`src/rtl/fft_agu_multimode.sv`:
```
// Radix-2 in-place FFT address generator: run-time N, DIT/DIF ordering,
// LANES butterflies per beat, valid/ready toward the core, MAX_N-domain twiddles.
module fft_agu_multimode #(
  parameter int MAX_LOG2N = 5,
  parameter int LANES     = 1,
  localparam int W  = MAX_LOG2N,
  localparam int SW = $clog2(MAX_LOG2N),
  localparam int CW = $clog2(MAX_LOG2N + 1)
) (
  input  logic                   clk,
  input  logic                   reset,
  input  logic                   start,
  input  logic [CW-1:0]          log2n_cfg,
  input  logic                   mode,
  input  logic                   out_ready,
  output logic                   out_valid,
  output logic [LANES*W-1:0]     idx_a,
  output logic [LANES*W-1:0]     idx_b,
  output logic [LANES*(W-1)-1:0] tw_k,
  output logic [SW-1:0]          stage,
  output logic                   last_in_stage,
  output logic                   done_stage,
  output logic                   done_fft,
  output logic                   busy,
  output logic                   cfg_err
);

  localparam logic [0:0] S_IDLE = 1'b0;
  localparam logic [0:0] S_RUN  = 1'b1;

  logic [0:0]    r_state;
  logic [CW-1:0] r_l;
  logic          r_mode;
  logic [W-1:0]  r_base;
  logic [SW-1:0] r_stage;
  logic          r_done_stage;
  logic          r_done_fft;
  logic          r_cfg_err;

  logic          w_run;
  logic          w_cfg_ok;
  logic          w_xfer;
  logic          w_stage_end;
  logic          w_last_stage;
  logic [W:0]    w_cfg_half;
  logic [W-1:0]  w_half_n;
  logic [W-1:0]  w_base_next;
  logic [CW-1:0] w_h;
  logic [W-1:0]  w_half;

  assign w_run = (r_state == S_RUN);

  // The L range check guards the shift, so an out-of-range L never reaches the LANES test.
  assign w_cfg_half = (W+1)'(1) << (log2n_cfg - CW'(1));
  assign w_cfg_ok   = (log2n_cfg != '0) && (log2n_cfg <= CW'(MAX_LOG2N))
                   && (w_cfg_half >= (W+1)'(LANES));

  assign w_half_n     = W'(1) << (r_l - CW'(1));
  assign w_base_next  = r_base + W'(LANES);
  assign w_stage_end  = (w_base_next == w_half_n);
  assign w_last_stage = (CW'(r_stage) == (r_l - CW'(1)));
  assign w_xfer       = w_run && out_ready;

  assign w_h    = r_mode ? (r_l - CW'(1) - CW'(r_stage)) : CW'(r_stage);
  assign w_half = W'(1) << w_h;

  always_ff @(posedge clk or negedge reset) begin
    if (!reset) begin
      r_state      <= S_IDLE;
      r_l          <= '0;
      r_mode       <= 1'b0;
      r_base       <= '0;
      r_stage      <= '0;
      r_done_stage <= 1'b0;
      r_done_fft   <= 1'b0;
      r_cfg_err    <= 1'b0;
    end else begin
      r_done_stage <= 1'b0;
      r_done_fft   <= 1'b0;
      r_cfg_err    <= 1'b0;
      case (r_state)
        S_IDLE: begin
          if (start) begin
            if (w_cfg_ok) begin
              r_state <= S_RUN;
              r_l     <= log2n_cfg;
              r_mode  <= mode;
              r_base  <= '0;
              r_stage <= '0;
            end else begin
              r_cfg_err <= 1'b1;
            end
          end
        end
        default: begin
          if (w_xfer) begin
            if (w_stage_end) begin
              r_base       <= '0;
              r_done_stage <= 1'b1;
              if (w_last_stage) begin
                r_done_fft <= 1'b1;
                r_stage    <= '0;
                r_state    <= S_IDLE;
              end else begin
                r_stage <= r_stage + SW'(1);
              end
            end else begin
              r_base <= w_base_next;
            end
          end
        end
      endcase
    end
  end

  assign out_valid     = w_run;
  assign busy          = w_run;
  assign stage         = w_run ? r_stage : '0;
  assign last_in_stage = w_run && w_stage_end;
  assign done_stage    = r_done_stage;
  assign done_fft      = r_done_fft;
  assign cfg_err       = r_cfg_err;

  // Each lane splits j into group g and offset p around the butterfly span 2*half.
  genvar gi;
  generate
    for (gi = 0; gi < LANES; gi++) begin : g_lane
      logic [W-1:0]   w_j;
      logic [W-1:0]   w_p;
      logic [W-1:0]   w_g;
      logic [W-1:0]   w_a;
      logic [W-2:0]   w_k;

      assign w_j = r_base + W'(gi);
      assign w_p = w_j & (w_half - W'(1));
      assign w_g = w_j >> w_h;
      assign w_a = (w_g << (w_h + CW'(1))) | w_p;
      assign w_k = (W-1)'(w_p << (CW'(MAX_LOG2N - 1) - w_h));

      assign idx_a[gi*W +: W]         = w_run ? w_a : '0;
      assign idx_b[gi*W +: W]         = w_run ? (w_a + w_half) : '0;
      assign tw_k[gi*(W-1) +: (W-1)]  = w_run ? w_k : '0;
    end
  endgenerate

endmodule

```
`config.mk`:
```
export PLATFORM = sky130hd
export DESIGN_NAME = fft_agu_multimode
export DESIGN_NICKNAME = d
export VERILOG_FILES = /design/src/rtl/fft_agu_multimode.sv
export SDC_FILE = /design/constraint.sdc
export NUM_CORES = 1
export LEC_CHECK = 0
export BUFFER_PORTS_ARGS = -buffer_cell sky130_fd_sc_hd__buf_4
export CAP_MARGIN = 20
export CORE_UTILIZATION = 55
export DETAILED_ROUTE_END_ITERATION = 6
export MAX_ROUTING_LAYER = met4
export PLACE_DENSITY = 0.78
export SLEW_MARGIN = 10
export SYNTH_ARGS = -nofsm -noshare
export SYNTH_HDL_FRONTEND = slang
export SYNTH_SLANG_ARGS = --single-unit
export TNS_END_PERCENT = 30
```
`constraint.sdc`:
```
create_clock -name clk -period 14.75 [get_ports clk]
set_input_delay 2.95 -clock clk [delete_from_list [all_inputs] [get_ports clk]]
set_output_delay 2.95 -clock clk [all_outputs]
set_load 0.005 [all_outputs]
```
==> results.txt <==
Setup bufs post-CTS -> 0
CTS clock-pin slew for the worst setup and hold paths -> 0.10 ns
Initial antenna violation count -> 0
Post-cts sizing count -> 0
Largest net degree at the start of global routing -> 27
Longest Clk Path Bufs -> 2
Combinational Power Share -> 77.5%
Port buffer count -> 30
Drt wl/cell -> 15.5 microns
Critical path type -> flop to output port
Starting Density -> 59.3%
Slowest cell delay on critical path -> 0.55 ns
Worst path most repeated cell -> ha_1
Final Max Slew Viols -> 0
# setup viols final -> 0
Via count -> 1668
Core ar. -> 3100 sq um
Num ports -> 31
Setup TNS -> 0 ns
Post-Syn Nets -> 237
Top delay family on crit path -> adder cells
Row count -> 20
Max cap viols -> 0
DRT iter0 DRCs -> 97
CTS root buffer -> clkbuf_4
Fin worst setup slack -> 6.96 ns
Share of layout cells above drive strength 1 -> 21.1%
ANT cells -> 0
Power per cell area -> 251 nW/um^2
Worst-Margin Slew -> 0.852 ns
Syn Std Cell Area -> 1840 sq um
Sink Count -> 16
Post-DRT Antenna Nets -> 0
Vias per cell -> 5.94
Min-Delay Path Class -> flop to flop
Sequential area share after synthesis -> 21.8%
Area Growth Syn to Fin -> 15.0%
GP Congestion -> 0.883
Worst setup SP type -> flop
H-tree depth -> 1
Die H -> 59.8 microns
Relative max-transition margin -> 42.7%
DP HPWL -> 3380 microns
Skew final -> 0.00212 ns
RSZ-0062 raised after global routing -> false
Yosys synthesis warning count -> 0
CTS tree -> built
Fin crit period -> 7.79 ns
Post-synth EDFFs -> 0
Residual DRC count -> 0
Library cells used by synthesis -> 65
Fin crit share -> 52.8%
Die X -> 59.8 microns
CP cell instances -> inv_1 -> ha_1 -> fa_1 -> nor2b_1 -> or2_0 -> nor2_1 -> ha_1 -> inv_1 -> ha_1 -> nor2b_1 -> a21oi_1 -> fa_1 -> a221oi_2 -> o21ai_0 -> mux2i_1 -> buf_4
Fillers -> 284
Asr flop ratio synth -> 100%
TritonCTS Buffers -> 3
Critical Path RT -> 11.80 ns
All-layer global routing usage -> 27.1%
Buffers & Inverters on Critical Path -> 3
Vias in the first global route -> 1558
Crit-path slowest cell -> fa_1
Die area -> 3580 sq um
Clock latency on the worst-skew pair -> 0.29 ns
Post-DP Area -> 2080 sq um
DR pass1 iterations -> 4
Switch share -> 48.5%
Crit end category -> output port
DRT Wirelength -> 4360 microns
Synth Register Bits -> 16
Psw -> 257 uW
Final instance area -> 2120 sq um
Nets -> 264
Sequential power share -> 16.8%
Maximum clock rate -> 0.128 GHz
Fin. Hold Viols -> 0
Status -> complete, no violations
CTS Hold Bufs -> 0
Place WS -> 7.32 ns
Worst Path Max Fanout -> 8
Static Leakage -> 0.000996 uW
Crit path DAT -> 4.84 ns
Total gr overflow -> 0
Power Internal -> 273 uW
Cells after synthesis -> 211
First-pass GRT wire length -> 7220 microns
Worst hold slack -> 0.599 ns
Syn_area_per_cell -> 8.72 sq um
VDD IR-drop max -> 0.107 mV
Clock Power Share -> 5.7%
Most used flip-flop cell after synthesis -> dfrtp_1
## synthesized netlist by cell type (all sizes together) (4+ instances only)
library cell  count  area share (%)
buf               4             1.4
o21ai             8             2.8
and2             11             3.7
ha               16              11
a21oi            12             3.9
xnor2             6             2.9
mux2i             4             2.2
nand3             5             1.4
nand2            18             4.1
inv              12             2.7
nand3b            6             2.4
o31ai             4             1.6
mux2              4             2.7
clkbuf            4            0.82
nor2b            13             4.4
nand2b            4             1.4
dfrtp            16              22
nor2             10             2.0
## cells in the final DEF (no fill, tap or decap), types with 3 or more instances in the layout
cell,n
buf_4,30
nand2_1,17
ha_1,16
dfrtp_1,16
nor2b_1,13
a21oi_1,11
inv_1,10
nor2_1,10
and2_1,10
nand3b_1,6
xnor2_1,6
nand3_1,5
o21ai_0,5
mux2i_1,4
nand2b_1,4
o31ai_1,4
xor2_1,3
and3_1,3
mux2_2,3
clkbuf_4,3
## flip-flops by register name, indices dropped and copies added, names as in the netlist
| signal | cells |
|---|---|
| busy | 1 |
| cfg_err | 1 |
| done_fft | 1 |
| done_stage | 1 |
| r_base | 5 |
| r_l | 3 |
| r_mode | 1 |
| r_stage | 3 |
## per-stage QoR
stage	std cells	util, %	power [uW]
global placement	277	67.0	482
floorplan	211	-	372
CTS	281	68.2	527
detailed placement	277	67.0	495
finish	281	68.2	530
global route	281	68.2	577
## per-layer routing
| metal | vias to the layer above | track usage [%] | share of wire (%) |
|---|---|---|---|
| met2 | 62 | 45.1 | 49 |
| met5 | - | - | 0 |
| li1 | 809 | - | - |
| met1 | 795 | 36.8 | 45 |
| met3 | 2 | 3.46 | 5.1 |
| met4 | 0 | 1.99 | 0.28 |
## power groups by stage
stage | clock network (uW) | registers [uW] | logic, uW
after CTS | 30.8 | 88.4 | 408
after global routing | 32.7 | 92.2 | 452
after global placement | 0 | 87.9 | 395
after detailed placement | 0 | 89.2 | 406
final | 30.2 | 89.1 | 411
after floorplan | 0 | 71.4 | 300
## worst reg2reg max path, stage by stage (launching register included)
cell	delay, ns
dfrtp_1	0.45
inv_1	0.12
ha_1	0.28
xnor2_1	0.41
and3_1	0.22
o22ai_1	0.12
a211oi_4	0.39
nor2_1	0.15
a221o_1	0.36
## cells by family (layout without fill, tap and decap cells)
| kind of cell | Yosys count | count (layout) | share of synthesized area, % |
|---|---|---|---|
| fa+ha+maj | 18 | 18 | 13.1 |
| mux | 8 | 8 | 4.83 |
| compound gates | 53 | 53 | 22.7 |
| xor+xnor | 10 | 10 | 5.51 |
| flops | 16 | 16 | 21.8 |
| buf+inv | 20 | 46 | 4.90 |
| simple gates | 86 | 86 | 27.3 |
## worst paths after layout
| path | slack [ns] | end | cells after the start | from |
|---|---|---|---|---|
| worst min register to register | 0.60 | r_l[1] | 2 | r_l[1] |
| min in group asynchronous | 2.50 | r_base[3] | 1 | reset |
| worst max-delay path | 6.96 | idx_b[4] | 16 | r_l[0] |
| worst min-delay path | 0.60 | r_l[1] | 2 | r_l[1] |
| max in group asynchronous | 12.06 | r_mode | 1 | reset |
| worst max register to register | 12.16 | r_base[2] | 8 | r_l[0] |
## area by class of cell
class / count / area [sq um] / area share (%)
Multi-Input combinational cell: 175 / 1350 / 63.7
Sequential cell: 16 / 400 / 18.9
Timing Repair Buffer: 30 / 225 / 10.6
Tap cell: 44 / 55.1 / 2.60
Inverter: 12 / 50.0 / 2.37
Clock buffer: 4 / 36.3 / 1.71
(Power assumes the default switching activity.)
